File: src/rtl/breadboard_sequencer.sv
// Clocked 16-row self-test sweep of the 4-in/10-out breadboard with valid/ready row
// streaming and a rotate-xor signature. Optional golden compare: BREADBOARD_SEQ_GOLDEN_CHECK_EN.
//
// state  | meaning
// IDLE   | waiting for start; inputs parked at 0000
// SETTLE | row index driven, counting down the settle time
// OUT    | captured row presented, waiting for row_ready
// DONE   | one-cycle completion pulse
module breadboard_sequencer #(
    parameter int SETTLE_CYCLES = 2
) (
    input  logic        clk,
    input  logic        rst_n,
    input  logic        start,
    input  logic        abort,
    output logic        w,
    output logic        x,
    output logic        y,
    output logic        z,
    input  logic [9:0]  f,
    output logic        row_valid,
    input  logic        row_ready,
    output logic [3:0]  row_idx,
    output logic [9:0]  row_data,
    output logic        busy,
    output logic        done,
    output logic [15:0] signature
`ifdef BREADBOARD_SEQ_GOLDEN_CHECK_EN
    ,
    input  logic [15:0] golden,
    output logic        pass
`endif
);

    localparam logic [7:0] SETTLE_LOAD = (SETTLE_CYCLES < 1)   ? 8'd1   :
                                         (SETTLE_CYCLES > 255) ? 8'd255 :
                                         8'(SETTLE_CYCLES);

    typedef enum logic [1:0] {IDLE, SETTLE, OUT, DONE} state_t;

    state_t      state_q, state_d;
    logic [7:0]  cnt_q, cnt_d;
    logic [3:0]  idx_q, idx_d;
    logic        row_valid_d, busy_d, done_d;
    logic [3:0]  row_idx_d;
    logic [9:0]  row_data_d;
    logic [15:0] sig_d;

    assign {w, x, y, z} = idx_q;

    always_ff @(posedge clk or negedge rst_n) begin
        if (!rst_n) begin
            state_q   <= IDLE;
            cnt_q     <= '0;
            idx_q     <= '0;
            row_valid <= 1'b0;
            row_idx   <= '0;
            row_data  <= '0;
            busy      <= 1'b0;
            done      <= 1'b0;
            signature <= '0;
        end else begin
            state_q   <= state_d;
            cnt_q     <= cnt_d;
            idx_q     <= idx_d;
            row_valid <= row_valid_d;
            row_idx   <= row_idx_d;
            row_data  <= row_data_d;
            busy      <= busy_d;
            done      <= done_d;
            signature <= sig_d;
        end
    end

    always_comb begin
        state_d    = state_q;
        cnt_d      = cnt_q;
        idx_d      = idx_q;
        row_idx_d  = row_idx;
        row_data_d = row_data;
        sig_d      = signature;

        case (state_q)
            IDLE: begin
                if (start) begin
                    state_d = SETTLE;
                    idx_d   = '0;
                    sig_d   = '0;
                    cnt_d   = SETTLE_LOAD;
                end
            end
            SETTLE: begin
                cnt_d = cnt_q - 8'd1;
                if (cnt_q == 8'd1) begin
                    row_data_d = f;
                    row_idx_d  = idx_q;
                    sig_d      = {signature[14:0], signature[15]} ^ {6'b0, f};
                    state_d    = OUT;
                end
            end
            OUT: begin
                if (row_valid && row_ready) begin
                    if (idx_q == 4'd15) begin
                        state_d = DONE;
                    end else begin
                        idx_d   = idx_q + 4'd1;
                        cnt_d   = SETTLE_LOAD;
                        state_d = SETTLE;
                    end
                end
            end
            DONE: begin
                state_d = IDLE;
                idx_d   = '0;
            end
            default: state_d = IDLE;
        endcase

        // abort overrides everything, including a handshake in the same cycle
        if (abort && state_q != IDLE) begin
            state_d = IDLE;
            idx_d   = '0;
            cnt_d   = '0;
            sig_d   = '0;
        end

        busy_d      = (state_d != IDLE);
        done_d      = (state_d == DONE);
        row_valid_d = (state_d == OUT);
    end

`ifdef BREADBOARD_SEQ_GOLDEN_CHECK_EN
    logic pass_d;

    always_comb begin
        pass_d = pass;
        if (state_q == IDLE && start) begin
            pass_d = 1'b0;
        end else if (state_q == DONE && !abort) begin
            pass_d = (signature == golden);
        end
    end

    always_ff @(posedge clk or negedge rst_n) begin
        if (!rst_n) begin
            pass <= 1'b0;
        end else begin
            pass <= pass_d;
        end
    end
`endif

endmodule
File: config.mk
export PLATFORM = sky130hd
export DESIGN_NAME = breadboard_sequencer
export DESIGN_NICKNAME = d
export VERILOG_FILES = /design/src/rtl/breadboard_sequencer.sv
export SDC_FILE = /design/constraint.sdc
export NUM_CORES = 1
export LEC_CHECK = 0
export ABC_AREA = 0
export BUFFER_PORTS_ARGS = -buffer_cell sky130_fd_sc_hd__buf_2
export CAP_MARGIN = 20
export CORE_MARGIN = 8
export CORE_UTILIZATION = 40
export CTS_BUF_LIST = sky130_fd_sc_hd__clkbuf_2
export CTS_CLUSTER_DIAMETER = 40
export CTS_CLUSTER_SIZE = 28
export DETAILED_ROUTE_END_ITERATION = 10
export PLACE_DENSITY = 0.58
export SETUP_SLACK_MARGIN = 0.5
export SYNTH_ARGS = -nofsm -noshare
export SYNTH_HDL_FRONTEND = slang
export SYNTH_SLANG_ARGS = --single-unit
File: constraint.sdc
create_clock -name clk -period 5.3 [get_ports clk]
set_clock_uncertainty 0.2 [all_clocks]
set_input_delay 0.53 -clock clk [delete_from_list [all_inputs] [get_ports clk]]
set_output_delay 0.53 -clock clk [all_outputs]
set_load 0.01 [all_outputs]
== Word-level counts from Yosys, hierarchy flattened ==
Index checks and enable logic that the tools add are counted.
Word-level totals
  register bits after elaboration: 47
  output and inout bits: 37
Operators by class
  muxes and demuxes: 20
  equal/unequal tests: 11
  add/subtract/negate cells: 2
  bitwise gates (word level): 1
  reduce and logical (&&, ||, !) cells: 12
Operator list (count)
  $mux W16: 3
  $mux W8: 4
  $pmux W16 S2: 1
  $pmux W8 S3: 1
  $mux W4: 4
  $xor A16 B10 Y16: 1
  $ne A3 B3 Y1 const B: 4
  $pmux W4 S3: 1
  $mux W2: 5
  $eq A2 B2 Y1 const B: 4
  $eq A8 B1 Y1 const B: 1
  $pmux W2 S4: 1
  $reduce_and A4 Y1: 2
  $reduce_bool A4 Y1: 2
  $sub A8 B1 Y8 const B: 1
  $add A4 B1 Y4 const B: 1
  $eq A4 B4 Y1 const B: 1
  $reduce_bool A2 Y1: 2
  $reduce_and A3 Y1: 1
  $reduce_bool A3 Y1: 1
  $eq A2 B1 Y1 const B: 1
  $logic_and A1 B1 Y1: 2
  $logic_not A2 Y1: 1
  $reduce_and A2 Y1: 1

== Logic depth before layout (Yosys ltp) ==
Gate-level depths: netlist (run 1).
  word-level depth: 6
  mapped depth: 10
  mapped depth without buffers: 7

== Least setup slack after synthesis (run 1) ==
OpenSTA, ideal clock, no wires.
  path type: register to register
  start: register state_q[1]
  end: register signature[6]
  cell stages (with the launch flop): 11
  setup time: 0.125 ns
  data arrival time: 2.035 ns
  slack: 2.940 ns
  clock period less this slack: 2.360 ns
  required time: 4.975 ns
  path through: dfrtp_1 -> inv_1 -> ha_1 -> clkbuf_2 -> nand2b_1 -> clkbuf_1 -> nand2_1 -> o211a_1 -> buf_6 -> buf_12 -> mux2_4
On the way
  word-level cells in the longest chain between the ends: 4
  elaborated cells between the ends (all ways): 10
Ends and longest elaborated chain
  from (decl): RTL line 41  | state_t state_q, state_d;
  from (signal assigned): RTL line 63  | state_q <= state_d;
  $reduce_bool A2 Y1: RTL line 120  | if (abort && state_q != IDLE) begin
  $logic_and A1 B1 Y1: RTL line 120
  $ne A3 B3 Y1 (no line) / $reduce_bool A3 Y1 (equally long branches)
  $reduce_and A3 Y1 (no line)
  to (signal assigned): RTL line 71  | signature <= sig_d;
  to (decl): RTL line 27  | output logic [15:0] signature
Several ways; a longest one is shown, not always the timed one.
A chain may end at the register's enable or synchronous reset.

== Final worst setup path (run 1) ==
  start: register state_q[0]
  end: register signature[1]
The elaborated chain is that of the path after synthesis.

==> results of run 1 <==
==> per-layer routing <==
metal	wire length, um	share of wire	vias to the layer above
li1	-	-	871
met1	2350	0.43	899
met2	2680	0.49	42
met3	330	0.061	6
met4	85	0.016	0
met5	0	0	-
==> Yosys cell counts, types with 5 or more instances <==
| master | number | area, sq um |
|---|---|---|
| clkbuf_1 | 6 | 22.5 |
| dfrtp_1 | 47 | 1180 |
| ha_1 | 6 | 75.1 |
| inv_1 | 17 | 63.8 |
| mux2_2 | 23 | 259 |
| mux2i_1 | 8 | 80.1 |
| nand2_1 | 13 | 48.8 |
| nand2b_1 | 5 | 31.3 |
| nor2_1 | 19 | 71.3 |
| o211ai_1 | 7 | 52.6 |
| xnor2_1 | 10 | 87.6 |
==> metrics by stage <==
step	util	total power [mW]	instance area, sq um	hold WS [ns]	worst slack, ns
after floorplan	-	1.17	2450	0.0344	2.94
after global placement	0.463	1.36	2740	0.270	2.35
after detailed placement	0.463	1.37	2740	0.263	2.27
after CTS	0.476	1.57	2820	0.0933	2.25
after global routing	0.476	1.67	2820	0.0733	2.07
final	0.476	1.55	2820	0.122	2.26
==> worst max-delay path: cells and delay by family, from the launching register on <==
family                   cells  cell delay (ns)
AND/OR/NAND/NOR              2             0.73
buffers and inverters        1             0.09
adder cells (fa/ha/maj)      1             0.30
flip-flops                   1             0.52
multiplexers                 1             0.41
AO/OA/AOI/OAI                1             0.70
==> worst min-delay path by stage <==
stage                    startpoint                       to  slack (ns)  cells past startpoint
2_1_floorplan                 rst_n           busy$_DFF_PN0_        0.03                      0
5_1_grt                        f[7]  row_data[7]$_DFFE_PN0P_        0.07                      2
4_1_cts                        f[7]  row_data[7]$_DFFE_PN0P_        0.09                      2
3_3_place_gp   cnt_q[6]$_DFFE_PN0P_     cnt_q[6]$_DFFE_PN0P_        0.27                      1
6_report                       f[7]  row_data[7]$_DFFE_PN0P_        0.12                      2
3_5_place_dp   cnt_q[6]$_DFFE_PN0P_     cnt_q[6]$_DFFE_PN0P_        0.26                      1
==> power by group through the flow <==
stage	Sequential [mW]	Clock, mW	Combinational (mW)
floorplan	0.597	0	0.577
global placement	0.563	0	0.794
detailed placement	0.566	0	0.800
CTS	0.556	0.213	0.804
global route	0.575	0.227	0.869
finish	0.555	0.204	0.796
==> state kept, by name, summed over array words and instances (netlist names) <==
| signal | cells |
|---|---|
| cnt_q | 8 |
| done | 1 |
| busy | 1 |
| idx_q | 4 |
| row_data | 10 |
| signature | 16 |
| row_valid | 1 |
| row_idx | 4 |
| state_q | 2 |
==> layout make-up <==
| type | instances | share of cell area |
|---|---|---|
| flip-flops and latches | 47 | 0.418 |
| multi-input cells | 145 | 0.403 |
| repair buffers | 54 | 0.0995 |
| well taps | 75 | 0.0333 |
| inverters | 17 | 0.0227 |
| clock inverters | 3 | 0.0151 |
| clock buffers | 5 | 0.00888 |
==> repair_timing <==
item,in CTS,in global routing
setup endpoints to repair,0,0
hold endpoints to repair,47,0
buffers inserted,0,0
hold buffers,1,0
==> cell families after synthesis <==
family                     Yosys count  share of synthesized area
AOI/OAI and AO/OA                   37                      0.117
xor gates and xnor gates            10                     0.0357
adders and majority gates            6                     0.0306
buffers and inverters               28                     0.0567
DFF                                 47                      0.480
muxes                               35                      0.163
and+or+nand+nor                     57                      0.116
==> cell usage in the layout (no fill, tap or decap), types with 5 or more instances in the layout <==
cell type  instances
nand2_1           13
inv_1             17
mux2i_1            8
nand2b_1           5
xnor2_1           10
clkbuf_2           5
buf_2             51
nor2_1            19
o211ai_1           7
dfrtp_1           47
ha_1               6
mux2_2            23
==> flow_summary.json, run 1 <==
{
  "status": "complete, no violations",
  "power_leakage_nw": 1.42,
  "rrSetupSlack_ns": 2.26,
  "antenna_found_initial": 0,
  "seq_area_frac_synth": 0.480,
  "htree_num_levels": 2,
  "finalHoldViolCount": 0,
  "ys.flop_type": "dfrtp_1",
  "ff2ff_path_depth": 6,
  "grt_overflow": 0,
  "core_area_sq_mm": 0.00592,
  "areaGrowthSynthToFinish_pct": 15.0,
  "timing.critical_path.cells": "inv_1 -> ha_1 -> nand2b_1 -> nand2_1 -> o211a_1 -> mux2_2",
  "slew-limit-headroom": 0.497,
  "fp-row-count": 28,
  "min_period_ns": 3.05,
  "cpMaxStageDelayCell": "o211a_1",
  "met3_usage": 0.0344,
  "first_iter_violations": 102,
  "clock_path_buffers": 2,
  "pin_count": 52,
  "maxCapViolCount": 0,
  "r2r-start": "state_q[0]$_DFF_PN0_",
  "gr-usage-met1": 0.158,
  "dp_cells": 337,
  "synth_cells": 220,
  "diodes": 0,
  "max_stage_delay_ns": 0.70,
  "hold_path.class": "input port to flop",
  "grt_pass1_vias": 1802,
  "seqCellArea_sq_mm": 0.00118,
  "busiest_layer": "met2",
  "rsz0062_at_grt": "false",
  "port_buffers": 51,
  "drtPass1Iterations": 4,
  "slew_violations": 0,
  "critPathMaxFanout": 16,
  "ant_nets": 0,
  "grt_max_degree": 48,
  "setup_viol": 0,
  "switching_power_mw": 0.649,
  "initial_utilization": 0.414,
  "numCtsBuffers": 5,
  "worst_slew_pin_slew_ns": 0.755,
  "worstPathRequired_ns": 5.45,
  "p_clk_frac": 0.131,
  "combPwrFrac": 0.512,
  "synth_edf_count": 0,
  "seqPwrFrac": 0.357,
  "fmax_mhz": 328,
  "final.setup.tns_ns": 0,
  "avgSynthCellArea_sq_um": 11.1,
  "path_clk_slew_ns": 0.27,
  "p_per_area_mw_per_mm2": 552,
  "clk_latency_ns": 0.44,
  "routed_via_density": 5.25,
  "cts_resized": 0,
  "place.gp.congestion": 0.837,
  "met2_usage": 0.201,
  "crit_end": "signature[1]$_DFFE_PN0P_",
  "fin_crit_sh": 0.575,
  "yosysWarningCount": 0,
  "switching_share": 0.417,
  "instances_no_fill": 346,
  "drc_errors": 0,
  "grt_pass1_wl_um": 8990,
  "avgRoutedWirePerCell_um": 15.7,
  "synth_cell_types": 44,
  "multi_input_area_sq_mm": 0.00113,
  "dieArea_sq_mm": 0.00888,
  "synth_seq_cells": 47,
  "ys_async_sr_fraction": 1.00,
  "cts_tree": "built",
  "gr-usage-all-layers": 0.127,
  "regToRegEndpoint": "signature[1]$_DFFE_PN0P_",
  "syn-num-nets": 241,
  "clock-sinks": 47,
  "cp-end-kind": "flop",
  "p_int_mw": 0.906,
  "fin_nets": 291,
  "cts_root_buf": "clkbuf_2",
  "drive_gt1_frac": 0.336,
  "critPathKind": "flop to flop",
  "wl_um": 5440,
  "n_fill_cell": 569,
  "synthesis.area_sq_mm": 0.00245,
  "cp.arrival_ns": 3.19,
  "startpoint_type": "flop",
  "startpoint": "state_q[0]$_DFF_PN0_",
  "ir_drop_v": 0.000160,
  "dpl.hpwl_um": 3990,
  "die_w_um": 94.3,
  "vias": 1818,
  "die_h_um": 94.3
}
Power figures use the tool's default switching activity.
==> run 2, diff against run 1 <==
==> constraint.sdc (replaced) <==
create_clock -name clk -period 3 [get_ports clk]
set_clock_uncertainty 0.2 [all_clocks]
set_input_delay 0.3 -clock clk [delete_from_list [all_inputs] [get_ports clk]]
set_output_delay 0.3 -clock clk [all_outputs]
set_load 0.01 [all_outputs]
==> run 2 against run 1 <==
- sequential cell count unchanged
- non-clock buffer count grew 14
- wire length hardly changed
- register-to-register slack got worse by 1.7 ns
- first-iteration DRC count is 63% lower
- combinational power is 88% higher
- count of clock-buffer cells in the layout unchanged
- critical path depth is 1 higher
- utilization is 2.3 points higher
- worst setup slack lost 1.7 ns
- cell area is 4.9% higher
- critical endpoint is now cnt_q[1]$_DFFE_PN0P_
- largest power group unchanged
==> flow_summary.json, run 2 (synthesis gave the netlist of run 1 again) <==
{
  "rrSetupSlack_ns": 0.59,
  "p_clk_frac": 0.096,
  "maxCapViolCount": 0,
  "startpoint": "state_q[1]$_DFF_PN0_",
  "drc_errors": 0,
  "hold_slack_ns": 0.0425,
  "slew_violations": 0,
  "reg_top3": "signature: 16 flops, row_data: 10 flops, cnt_q: 8 flops",
  "critPathKind": "flop to flop",
  "rsz0062_at_grt": "true",
  "power_leakage_nw": 1.47,
  "worst_slew_pin_slew_ns": 0.594,
  "fin_crit_sh": 0.803,
  "slew-limit-headroom": 0.602,
  "wl_um": 5440,
  "n_fill_cell": 559,
  "cp-end-kind": "flop",
  "numCtsBuffers": 5,
  "largest_reg_flops": 16,
  "cts_tree": "built",
  "fin_nets": 305,
  "critPathMaxFanout": 11,
  "cp.arrival_ns": 2.54,
  "first_iter_violations": 38,
  "layout_common_cells": "buf_2 (51), dfrtp_1 (47), mux2_2 (23), nor2_1 (19), inv_1 (17)",
  "htree_num_levels": 2,
  "dieArea_sq_mm": 0.00888,
  "pre_cts_ws_ns": 0.404,
  "diodes": 0,
  "initial_utilization": 0.414,
  "seqPwrFrac": 0.357,
  "fmax_mhz": 415,
  "areaGrowthSynthToFinish_pct": 20.6,
  "clock-sinks": 47,
  "p_per_area_mw_per_mm2": 930,
  "startpoint_type": "flop",
  "cts_root_buf": "clkbuf_2",
  "p_int_mw": 1.59,
  "pin_count": 52,
  "core_area_sq_mm": 0.00592,
  "setup_viol": 0,
  "die_w_um": 94.3,
  "instances_no_fill": 360,
  "antenna_found_initial": 0,
  "drive_gt1_frac": 0.351,
  "grt_max_degree": 48,
  "drtPass1Iterations": 4,
  "dpl.hpwl_um": 3840,
  "finalPower_mw": 2.75,
  "switching_power_mw": 1.16,
  "fp-row-count": 28,
  "clk_latency_ns": 0.42,
  "status": "complete, no violations",
  "gr-usage-all-layers": 0.128,
  "final_common_cell": "buf_2",
  "hold_path.class": "input port to async pin",
  "grt_pass1_wl_um": 9030,
  "combPwrFrac": 0.547,
  "grt_overflow": 0,
  "final.setup.tns_ns": 0,
  "path_clk_slew_ns": 0.24,
  "vias": 1837,
  "finalHoldViolCount": 0,
  "min_period_ns": 2.41,
  "place.gp.congestion": 0.834,
  "dp_cells": 340,
  "r2r-start": "state_q[1]$_DFF_PN0_",
  "ir_drop_v": 0.000327,
  "clock_path_buffers": 2,
  "grt_pass1_vias": 1870,
  "die_h_um": 94.3,
  "ant_nets": 0,
  "worstPathRequired_ns": 3.13,
  "switching_share": 0.421,
  "routed_via_density": 5.10,
  "port_buffers": 51,
  "avgRoutedWirePerCell_um": 15.1,
  "max_flop_register": "signature",
  "setup_ws_ns": 0.592
}
## run 2: cell count changes in the layout (fill, tap and decap cells not counted), sizes merged
cell | previous run | this run
clkinv | 1 | 2
clkinvlp | 0 | 1
dlygate4sd3 | 1 | 11
inv | 18 | 17
buf | 53 | 57
bufinv | 1 | 0
## run 2: layout make-up
| type | count | area [sq um] | share of cell area |
|---|---|---|---|
| sequential | 47 | 1180 | 0.398 |
| multi-input combinational | 145 | 1150 | 0.390 |
| timing repair buffer | 68 | 423 | 0.143 |
| tap | 75 | 93.8 | 0.0318 |
| inverter | 17 | 63.8 | 0.0216 |
| clock buffer | 5 | 25.0 | 0.00847 |
| clock inverter | 3 | 20.0 | 0.00677 |
## run 2: critical path, cell delays in order, from the launching register on
cell and delay (ns):
dfrtp_1 0.47, inv_1 0.11, ha_1 0.28, nand2b_2 0.29, o21ai_0 0.16, buf_4 0.24, o21a_2 0.22, mux2_2 0.34
## run 2: path summary, 6_finish.rpt
kind | to | cells past startpoint
max in group asynchronous | cnt_q[7]$_DFFE_PN0P_ | 3
min in group clk | idx_q[2]$_DFFE_PN0P_ | 4
worst min register to register | row_idx[1]$_DFFE_PN0P_ | 1
worst max register to register | cnt_q[1]$_DFFE_PN0P_ | 7
worst min-delay path | state_q[1]$_DFF_PN0_ | 2
worst max-delay path | cnt_q[1]$_DFFE_PN0P_ | 7
## run 2: metrics by stage
| step | area [sq um] | utilization |
|---|---|---|
| finish | 2960 | 0.499 |
| global route | 2960 | 0.499 |
| CTS | 2920 | 0.493 |
| detailed placement | 2760 | 0.466 |
| global placement | 2760 | 0.466 |
| floorplan | 2450 | - |
## run 2: what timing repair did
action	CTS	global route
resized for setup	2	6
hold endpoints to repair	57	0
setup endpoints to repair	13	22
setup buffers	0	0
hold buffers	11	0
## run 2: power groups by stage
stage | clock [mW] | combinational [mW] | sequential [mW]
final | 0.265 | 1.50 | 0.980
after CTS | 0.281 | 1.47 | 0.976
after floorplan | 0 | 1.02 | 1.05
after global placement | 0 | 1.45 | 0.984
after global routing | 0.306 | 1.66 | 1.01
after detailed placement | 0 | 1.44 | 0.990
## run 2: metal layers
layer	track usage	part of all wire	routed length (um)
met4	0.0555	0.014	77
met2	0.203	0.48	2610
met1	0.157	0.44	2400
met3	0.0352	0.066	357
met5	0	0	0
